**src/rtl/adder_pkg.sv**
```systemverilog
// Shared configuration for the segmented pipelined ripple adder.
// Latency: n/a (constants and elaboration-time helpers only).
// Backpressure: n/a.
//
// Contents:
//   DEF_WIDTH / DEF_SEG : default operand width and bits resolved per stage
//   calc_nstage()       : pipeline depth (= latency in cycles) for a config
//   cfg_ok()            : legality of a WIDTH/SEG pairing
package adder_pkg;

  localparam int DEF_WIDTH = 16;
  localparam int DEF_SEG   = 4;

  // Number of pipeline stages; one stage per SEG-bit slice of the operands.
  // A non-positive segment width is mapped to depth 1 so this never divides by
  // zero; such a configuration is rejected separately by cfg_ok().
  function automatic int calc_nstage(input int width, input int seg);
    if (seg <= 0) begin
      return 1;
    end
    return width / seg;
  endfunction

  // Operand width must split into a whole number of non-empty segments.
  function automatic bit cfg_ok(input int width, input int seg);
    return (seg > 0) && (width > 0) && ((width % seg) == 0);
  endfunction

endpackage

```
**src/rtl/rca_segment.sv**
```systemverilog
// Combinational SEG-bit ripple-carry adder slice; one per pipeline stage.
// Latency: 0 cycles (pure combinational, holds no state).
// Backpressure: none; the enclosing pipeline decides when the result is kept.
//
// Ports:
//   a, b  : SEG-bit operand slices
//   ci    : carry into bit 0 of the slice
//   s     : SEG-bit sum slice
//   co    : carry out of the slice MSB
//   c_msb : carry into the slice MSB (the top slice uses it for signed overflow)
module rca_segment
  import adder_pkg::*;
#(
  parameter int SEG = DEF_SEG
) (
  input  logic [SEG-1:0] a,
  input  logic [SEG-1:0] b,
  input  logic           ci,
  output logic [SEG-1:0] s,
  output logic           co,
  output logic           c_msb
);

  always_comb begin
    logic c;
    c     = ci;
    s     = '0;
    c_msb = ci;
    for (int i = 0; i < SEG; i++) begin
      if (i == SEG - 1) begin
        c_msb = c;
      end
      s[i] = a[i] ^ b[i] ^ c;
      c    = (a[i] & b[i]) | (a[i] & c) | (b[i] & c);
    end
    co = c;
  end

endmodule

```
**src/rtl/pipelined_ripple_adder.sv**
```systemverilog
// Pipelined unsigned adder: each stage resolves one SEG-bit slice of A+B+cin.
// Latency: NSTAGE = WIDTH/SEG cycles from input handshake to out_valid, one beat per cycle.
// Backpressure: the whole pipe stalls when the output is held (out_valid && !out_ready); in_ready mirrors that.
//
// Ports:
//   clk, rst_n           : clock and synchronous active-low reset
//   in_valid / in_ready  : operand handshake (A, B, cin)
//   out_valid / out_ready: result handshake (sum, cout, finalsum, ovf)
//   sum / cout           : A+B+cin modulo 2^WIDTH and the carry out of bit WIDTH-1
//   finalsum             : {cout, sum}
//   ovf                  : two's-complement overflow (carry into MSB xor cout)
module pipelined_ripple_adder
  import adder_pkg::*;
#(
  parameter int WIDTH = DEF_WIDTH,
  parameter int SEG   = DEF_SEG
) (
  input  logic             clk,
  input  logic             rst_n,
  input  logic             in_valid,
  output logic             in_ready,
  input  logic [WIDTH-1:0] A,
  input  logic [WIDTH-1:0] B,
  input  logic             cin,
  output logic             out_valid,
  input  logic             out_ready,
  output logic [WIDTH-1:0] sum,
  output logic             cout,
  output logic [WIDTH:0]   finalsum,
  output logic             ovf
);

  localparam int NSTAGE = calc_nstage(WIDTH, SEG);

  if (!cfg_ok(WIDTH, SEG)) begin : g_cfg_check
    $error("pipelined_ripple_adder: WIDTH must be a positive multiple of SEG");
  end

  // Single global enable: the pipe moves only when the final result register
  // is empty or being consumed. There are no per-stage bubbles to squeeze, so
  // every stage shares this enable and in-order delivery is automatic.
  logic adv;

  assign adv      = !out_valid || out_ready;
  assign in_ready = adv;

  // Stage k adds operand slice k. Its operand source is the raw input for
  // k=0, otherwise the skew registers of stage k-1, whose low SEG bits are
  // exactly slice k. Each stage keeps only the operand bits still unresolved
  // (skew) and the sum bits already resolved (deskew), so register widths
  // shrink/grow by SEG per stage and no dead bits exist.
  for (genvar k = 0; k < NSTAGE; k++) begin : g_stage
    localparam int SRC_W = WIDTH - k * SEG;     // operand bits still to add
    localparam int SUM_W = (k + 1) * SEG;       // sum bits resolved after this stage

    logic [SRC_W-1:0] a_src;
    logic [SRC_W-1:0] b_src;
    logic             c_src;
    logic             vld_src;

    logic [SEG-1:0]   seg_s;
    logic             seg_co;
    logic             seg_cmsb;

    logic [SUM_W-1:0] sum_d;
    logic [SUM_W-1:0] sum_q;
    logic             carry_q;
    logic             vld_q;

    if (k == 0) begin : g_head
      assign a_src   = A;
      assign b_src   = B;
      assign c_src   = cin;
      assign vld_src = in_valid;
      assign sum_d   = seg_s;
    end else begin : g_body
      assign a_src   = g_stage[k-1].g_skew.a_q;
      assign b_src   = g_stage[k-1].g_skew.b_q;
      assign c_src   = g_stage[k-1].carry_q;
      assign vld_src = g_stage[k-1].vld_q;
      // New slice goes on top of the already-resolved lower bits.
      assign sum_d   = {seg_s, g_stage[k-1].sum_q};
    end

    rca_segment #(
      .SEG (SEG)
    ) u_seg (
      .a     (a_src[SEG-1:0]),
      .b     (b_src[SEG-1:0]),
      .ci    (c_src),
      .s     (seg_s),
      .co    (seg_co),
      .c_msb (seg_cmsb)
    );

    always_ff @(posedge clk) begin
      if (!rst_n) begin
        vld_q   <= 1'b0;
        carry_q <= 1'b0;
        sum_q   <= '0;
      end else if (adv) begin
        vld_q   <= vld_src;
        carry_q <= seg_co;
        sum_q   <= sum_d;
      end
    end

    // Operand bits above this slice ride along to the next stage.
    if (k < NSTAGE - 1) begin : g_skew
      logic [SRC_W-SEG-1:0] a_q;
      logic [SRC_W-SEG-1:0] b_q;

      always_ff @(posedge clk) begin
        if (!rst_n) begin
          a_q <= '0;
          b_q <= '0;
        end else if (adv) begin
          a_q <= a_src[SRC_W-1:SEG];
          b_q <= b_src[SRC_W-1:SEG];
        end
      end
    end

    // Only the top slice sees the operand MSB, so overflow is formed here
    // and registered alongside the final sum and carry.
    if (k == NSTAGE - 1) begin : g_tail
      logic ovf_q;

      always_ff @(posedge clk) begin
        if (!rst_n) begin
          ovf_q <= 1'b0;
        end else if (adv) begin
          ovf_q <= seg_cmsb ^ seg_co;
        end
      end
    end else begin : g_mid
      // Carry into a lower slice's MSB has no meaning for the result.
      logic cmsb_unused;
      assign cmsb_unused = seg_cmsb;
    end
  end

  assign out_valid = g_stage[NSTAGE-1].vld_q;
  assign sum       = g_stage[NSTAGE-1].sum_q;
  assign cout      = g_stage[NSTAGE-1].carry_q;
  assign ovf       = g_stage[NSTAGE-1].g_tail.ovf_q;
  assign finalsum  = {cout, sum};

endmodule

```
**config.mk**
```make
export PLATFORM = sky130hd
export DESIGN_NAME = pipelined_ripple_adder
export DESIGN_NICKNAME = d
export VERILOG_FILES = /design/src/rtl/adder_pkg.sv /design/src/rtl/rca_segment.sv /design/src/rtl/pipelined_ripple_adder.sv
export SDC_FILE = /design/constraint.sdc
export NUM_CORES = 1
export LEC_CHECK = 0
export CAP_MARGIN = 10
export CORE_ASPECT_RATIO = 1.5
export CORE_MARGIN = 2
export CORE_UTILIZATION = 35
export CTS_CLUSTER_SIZE = 12
export DETAILED_ROUTE_END_ITERATION = 7
export GPL_TIMING_DRIVEN = 1
export MAX_ROUTING_LAYER = met4
export PLACE_DENSITY = 0.59
export SLEW_MARGIN = 15
export SYNTH_ARGS = -nofsm -noshare
export SYNTH_HDL_FRONTEND = slang
export SYNTH_SLANG_ARGS = --single-unit
```
**constraint.sdc**
```tcl
create_clock -name clk -period 2.5 [get_ports clk]
set_clock_uncertainty 0.15 [all_clocks]
set_input_delay 0.375 -clock clk [delete_from_list [all_inputs] [get_ports clk]]
set_output_delay 0.375 -clock clk [all_outputs]
set_load 0.005 [all_outputs]
```
# Word level (Yosys, flattened, before mapping)

Index checks and enable logic that the tools add are counted.

Bits of input ports: 37
Word-level logic and storage cells: 134
Register bits: 97

Reduce and logical (&&, ||, !) cells: 2
Bitwise logic cells: 113

Operator list:

| cell               | number |
|---|---|
| $and A1 B1 Y1      | 48 |
| $xor A1 B1 Y1      | 33 |
| $or A1 B1 Y1       | 32 |
| $logic_not A1 Y1   | 1 |
| $logic_or A1 B1 Y1 | 1 |

# Longest topological paths before layout

Depth after elaboration: 13
Depth in mapped cells: 10

# Modules after synthesis

Synthesis repeated with hierarchy kept, for this count alone.

Cells, all modules: 492
Area total of the unflattened synthesis: 4325.4 um^2

By module, submodules not included:

| module                 | cells an instance | seq. area each (um^2) | area each (um^2) | times used |
|---|---|---|---|---|
| pipelined_ripple_adder | 436               | 1941.9                | 3854.9           | 1 |
| rca_segment            | 14                | 0.0                   | 117.6            | 4 |

# Worst setup path before layout

OpenSTA, ideal clock, no wires.

Path kind: input to register
From: input port A[0]
To: register g_stage[0].sum_q[3]
Setup slack: 0.289 ns
Setup time: 0.058 ns
Cell stages on the path: 9
Arrival: 2.003 ns
Cell sequence: inv_1 > fa_1 > inv_1 > fa_1 > fa_1 > inv_1 > fa_1 > nand2_1 > o211a_1

Cells in the longest elaborated chain, start to end: 10
Elaborated cells between the ends (all ways): 13
Those cells by class: bitwise (13)

RTL lines:

| element                        | RTL line                      | source |
|---|---|---|
| start, declared                | pipelined_ripple_adder.sv:22  | `input logic [WIDTH-1:0] A,` |
| $and A1 B1 Y1                  | rca_segment.sv:34             | `c = (a[i] & b[i]) \| (a[i] & c) \| (b[i] & c);` |
| $or A1 B1 Y1 (*) (2 in series) | rca_segment.sv:34             |  |
| $and A1 B1 Y1                  | rca_segment.sv:34             |  |
| $or A1 B1 Y1                   | rca_segment.sv:34             |  |
| $or A1 B1 Y1 (*)               | rca_segment.sv:34             |  |
| $and A1 B1 Y1                  | rca_segment.sv:34             |  |
| $or A1 B1 Y1                   | rca_segment.sv:34             |  |
| $or A1 B1 Y1 (*)               | rca_segment.sv:34             |  |
| $xor A1 B1 Y1 (*)              | rca_segment.sv:33             | `s[i] = a[i] ^ b[i] ^ c;` |
| end signal, assigned           | pipelined_ripple_adder.sv:104 | `sum_q <= sum_d;` |
| end, declared                  | pipelined_ripple_adder.sv:66  | `logic [SUM_W-1:0] sum_q;` |

Every way passes the cells marked *; elsewhere a longest branch is shown, timed or not.
A chain may end at the register's enable or synchronous reset.

# Final worst setup path

Same ends and word-level chain as after synthesis.

==> metrics.yaml <==
status: "complete, no violations"
hpwlAfterDp_microns: 4630
required_ns: 2.64
end_kind: "flip-flop"
p_clk_share_pct: 41.5
final.min_clock_period_ns: 2.38
peakVddDrop_uv: 344
drive_gt1_share_pct: 4.67
min_path_type: "reg -> reg"
setup_viol: 0
initialDrtViolationCount: 192
hold_end: "g_stage[1].g_skew.b_q[4]"
max_freq_mhz: 419
place_inst: 647
clock_latency_ns: 0.34
finalCritPeriodShare_pct: 95.4
ctsHoldBuffers: 0
cp.arrival_ns: 2.52
synth_nets: 522
dieArea_sq_mm: 0.0128
p_sw_share_pct: 21.6
setup_ws_ns: 0.115
p_sw_w: 0.000724
fin_cells: 664
yosys_warnings: 0
post_drt_wl_per_cell_microns: 11.3
grt_pass1_vias: 2811
num_rows: 48
r2r_slack_ns: 0.20
p_comb_share_pct: 8.4
vias: 2916
cp-start-kind: "input pin"
grt_pass1_wl_microns: 12900
path_clk_slew_ns: 0.06
cts_max_level: 3
worst_slew_pin_slew_ns: 0.839
drc: 0
dieWidth_microns: 93.1
fillerInstances: 1153
routed_wl_microns: 7480
syn_inst: 469
route.met2.wl_microns: 3330
antenna_found_initial: 0
pre_cts_slack_ns: -0.238
reg2regPathDepth: 9
die_h_microns: 138
highest-signal-layer: "met4"
core-area_sq_mm: 0.0116
max_slew_margin_pct: 44.1
slew_viol_final: 0
placed_cell_area_sq_mm: 0.00479
drtAntennaViolNets: 0
worstPathMaxFanout: 1
cts_tree: "yes"
min_from: "g_stage[1].g_skew.b_q[4]"
grt_overflow: 0
grt_start_max_net_pins: 109
r2r-start: "g_stage[2].carry_q"
cts_buffers: 9
port_buffers: 73
diodes: 0
via_per_inst: 4.39
dr.pass1.iters: 4
io_pins: 74
power_w: 0.00335
cts.path.max_buffers: 2
grt_use_total_pct: 13.0
grt_setup_unrepaired: "no"
leakagePower_nw: 2.07
synth-seq-area-share_pct: 46.6
worstReg2RegEnd: "sum[15]"
internal_power_w: 0.00263
syn_avg_cell_area_sq_um: 8.88
critPathKind: "in -> reg"
holdWs_ns: 0.300
cts_root_buffer: "clkbuf_16"
synth_area_sq_mm: 0.00417
hold_viol_final: 0
holdPathStages: 2
cellPowerDensity_mw_per_mm2: 656
m1WireLength_microns: 3680
route.met3.wl_microns: 315
syn_to_final_growth_pct: 22.6
gp_congestion: 0.783
cap_viol_max_count: 0
finalInstanceArea_sq_mm: 0.00511
pwr-share-seq_pct: 50.0
ys_ff_latch: 97
start_util_pct: 35.9
nets: 562
clock-sinks: 97
synth_cell_types: 16
-- power groups by stage --
stage               combinational (W)  clock, W  sequential [W]
detailed placement           0.000284         0         0.00171
floorplan                    0.000172         0         0.00170
global placement             0.000281         0         0.00171
finish                       0.000283   0.00139         0.00168
CTS                          0.000288   0.00143         0.00168
global route                 0.000327   0.00149         0.00169
-- flip-flops by register name (all words and copies together), names as in the netlist --
signal	cells
g_stage.g_skew.b_q	24
cout	1
ovf	1
g_stage.g_skew.a_q	24
sum	16
g_stage.carry_q	3
g_stage.vld_q	3
out_valid	1
g_stage.sum_q	24
-- layer usage --
metal	vias up	track usage, %
li1	1541	-
met1	1312	16.0
met2	55	19.9
met3	8	3.83
met4	0	5.64
met5	-	-
-- synth_stat cells (all sizes together) --
| cell | count | area, sq um |
|---|---|---|
| nand2 | 179 | 672 |
| dfxtp | 97 | 1940 |
| a21boi | 83 | 623 |
| buf | 41 | 312 |
| inv | 29 | 111 |
| fa | 16 | 320 |
| o211a | 12 | 120 |
| clkbuf | 7 | 26.3 |
| nand3 | 2 | 10.0 |
| nor2b | 1 | 13.8 |
| o21a | 1 | 7.51 |
| xnor2 | 1 | 8.76 |
-- worst max-delay path: stages --
cell	delay, ns
clkdlybuf4s50_1	0.41
inv_1	0.08
fa_1	0.17
inv_1	0.06
fa_1	0.37
fa_1	0.37
inv_1	0.08
fa_1	0.40
nand2_1	0.07
o211a_1	0.14
-- stage by stage --
step                      util (%)  TNS (ns)
after floorplan                  -         0
after global placement        41.3    -0.168
after detailed placement      41.3    -0.312
after CTS                     44.0         0
after global routing          44.1         0
final                         44.1         0
-- placed cells by master (no fill, tap or decap), drive strengths merged --
| cell type | n |
|---|---|
| nor2b | 1 |
| nand2 | 179 |
| buf | 5 |
| xnor2 | 1 |
| fa | 16 |
| o21a | 1 |
| dfxtp | 97 |
| clkinvlp | 1 |
| clkinv | 2 |
| inv | 29 |
| clkdlybuf4s50 | 72 |
| nand3 | 2 |
| bufinv | 1 |
| clkbuf | 12 |
| o211a | 12 |
| a21boi | 83 |
-- cell families (layout without fill, tap and decap cells) --
kind of cell | after synthesis | count (layout) | share of synthesized area, %
AO/OA/AOI/OAI | 96 | 96 | 18.0
XOR/XNOR | 1 | 1 | 0.210
adder cells (fa/ha/maj) | 16 | 16 | 7.69
buffers and inverters | 77 | 122 | 10.8
flip-flops | 97 | 97 | 46.6
AND/OR/NAND/NOR | 182 | 182 | 16.7
-- cell type report --
class / count / area, sq um / area share (%)
clock inverter: 4 / 51.3 / 1.00
sequential: 97 / 1940 / 38.0
inverter: 29 / 111 / 2.18
tap: 150 / 188 / 3.67
clock buffer: 12 / 256 / 5.02
multi-input combinational: 295 / 1780 / 34.8
timing repair buffer: 77 / 781 / 15.3
-- timing repair --
action                                  4_1_cts  5_1_grt
gates resized for setup                       0        2
buffers inserted                              0        1
endpoints found under the setup margin        0        1
-- worst max-delay path by stage --
stage | cells past startpoint | from | slack [ns] | to
3_5_place_dp | 10 | A[0] | -0.24 | g_stage[0].sum_q[3]
6_report | 10 | A[0] | 0.12 | g_stage[0].sum_q[3]
5_1_grt | 9 | g_stage[2].carry_q | 0.03 | sum[15]
2_1_floorplan | 9 | A[0] | 0.29 | g_stage[0].sum_q[3]
3_3_place_gp | 10 | A[0] | -0.17 | g_stage[0].sum_q[3]
4_1_cts | 10 | A[0] | 0.12 | g_stage[0].sum_q[3]
Power figures use the tool's default switching activity.
==> RTL change (same flow settings) <==
Set the package constant `DEF_WIDTH` to 24 (it was 16).
--- a/src/rtl/adder_pkg.sv
+++ b/src/rtl/adder_pkg.sv
@@ -10,3 +10,3 @@
 
-  localparam int DEF_WIDTH = 16;
+  localparam int DEF_WIDTH = 24;
   localparam int DEF_SEG   = 4;
Ports: changed (resized A, B, finalsum and sum); port bits go from 74 to 106. No check against the original RTL was run, so the function may have changed too.
==> RTL change against the original RTL <==
- hold slack lost 0.16 ns
- clock power grew 110%
- total power is 110% higher
- cell count is 110% higher
- wire length is 110% higher
- design area increased by 100%
- synthesized area up 110%
- via count increased by 110%
- sequential cell count rose by 120
- critical path depth unchanged
- first-iteration DRC count up 91%
- worst setup slack improved by 0.079 ns
- sequential share of layout area is 3.6 points higher
- critical endpoint unchanged
- highest routed layer unchanged
==> RTL change: results (changes against the original RTL) <==
[run_status]
outcome = complete, no violations

[worst_setup_path]
r2r_end = ovf$_SDFFE_PN0P_
worstRegToRegCells = 10  ; +1
critPathArrivalTime_ns = 2.59  ; +0.07 ns
reg2reg_from = g_stage[4].carry_q$_SDFFE_PN0P_
cp_slowest_cell = fa_1
cp_max_fo = 1  ; unchanged
cpPeakStageDelay_ns = 0.40
r2r_slack_ns = 0.22  ; +0.02 ns

[layout]
drive_gt1_share_pct = 3.40  ; -1.3 points
reg_top3 = g_stage.g_skew.a_q: 60 flops, g_stage.g_skew.b_q: 60 flops, g_stage.sum_q: 60 flops
fillers = 2568  ; +120%

[yosys]
yosysSeqAreaShare_pct = 49.5  ; +2.9 points
synthDistinctLibCells = 15  ; -1
synth_common_cells = nand2_1, dfxtp_1, a21boi_1
synth.area.top_cells = dfxtp_1, nand2_1, a21boi_1
syn_nets = 1090  ; +110%
synthArstFlopShare_pct = 0  ; unchanged

[place]
place_area_sq_um = 9810  ; +100%
portBuffers = 105  ; +44%
place_congestion = 0.713  ; -8.9%
pre_cts_ws_ns = -0.310  ; -0.0719 ns
dpl.hpwl_mm = 9.43  ; +100%

[global_route]
grt_pass1_wl_mm = 27.8  ; +120%
grt_pass1_vias = 6082  ; +120%
grt_usage_pct = 12.6  ; -0.41 points
grt_max_degree = 200  ; +83%
antenna_found_initial = 0  ; unchanged

[clock_network]
clockBufferDepth = 3  ; +1
post-cts-setup-buffer-count = 0  ; unchanged
htree_levels = 1  ; -2
clock_latency_ns = 0.49  ; +0.15 ns
cts_buffers = 22  ; +13
cts-resized-gates = 0  ; unchanged
path_clk_slew_ns = 0.06  ; about the same

[worst_hold_path]
hp-class = in2reg
hold_depth = 2  ; unchanged
hold_end = g_stage[2].sum_q[11]$_SDFFE_PN0P_
worstHoldStart = rst_n

[routing]
routed-wl-met3_microns = 555  ; +76%
first_pass_iters = 4  ; unchanged
wl_met1_mm = 7.83  ; +110%
vias = 6220  ; +110%
first_iter_violations = 367  ; +91%
route.met2.wl_mm = 7.31  ; +120%
wl_per_cell_microns = 11.6  ; +2.7%

[timing]
holdWs_ns = 0.141  ; -0.159 ns
slew_headroom_pct = 40.4  ; -3.7 points

[pwr]
ir_drop_uv = 445  ; +29%
power.leakage_nw = 4.02  ; +94%

[RTL change: how the worst max path moves through the flow]
stage               slack (ns)                                to                             startpoint  cells past startpoint
detailed placement       -0.31  g_stage[0].sum_q[3]$_SDFFE_PN0P_                                   A[0]                     10
global route              0.04                  ovf$_SDFFE_PN0P_  g_stage[4].g_skew.a_q[0]$_SDFFE_PN0P_                     10
floorplan                 0.29  g_stage[0].sum_q[3]$_SDFFE_PN0P_                                   A[0]                      9
finish                    0.19  g_stage[0].sum_q[3]$_SDFFE_PN0P_                                   A[0]                     10
global placement         -0.17  g_stage[0].sum_q[3]$_SDFFE_PN0P_                                   A[0]                     10
CTS                       0.13              sum[23]$_SDFFE_PN0P_  g_stage[4].g_skew.a_q[0]$_SDFFE_PN0P_                      9
[RTL change: cells by family (layout without fill, tap and decap cells)]
kind of cell / count (synthesis) / count (layout) / synth area share [%]
XOR/XNOR: 1 / 1 / 0.0997
AND/OR/NAND/NOR: 416 / 416 / 17.9
flip-flops: 217 / 217 / 49.5
adder cells (fa/ha/maj): 24 / 24 / 5.47
buffers and inverters: 139 / 184 / 8.08
AO/OA/AOI/OAI: 216 / 216 / 19.0
[RTL change: metrics by stage]
step / utilization, % / instances
floorplan: - / 1013
global placement: 39.5 / 1356
detailed placement: 39.5 / 1356
CTS: 42.0 / 1386
global route: 42.0 / 1386
finish: 42.0 / 1386
[RTL change: final cells by class]
class	count	area share (%)
repair buffers	111	11.1
multi-input cells	657	35.8
clock inverters	1	0.0479
inverters	43	1.62
well taps	328	3.93
flip-flops and latches	217	41.6
clock buffers	29	5.92
[RTL change: layer usage]
metal,up-vias,GRT usage [%]
met2,103,21.1
met1,2839,15.9
met3,27,1.54
met5,-,-
li1,3251,-
met4,0,4.14
[RTL change: where the power goes]
group          total, W  switching [W]  internal [W]
combinational  0.000394       0.000167      0.000226
clock           0.00292        0.00122       0.00170
sequential      0.00366      0.0000659       0.00359
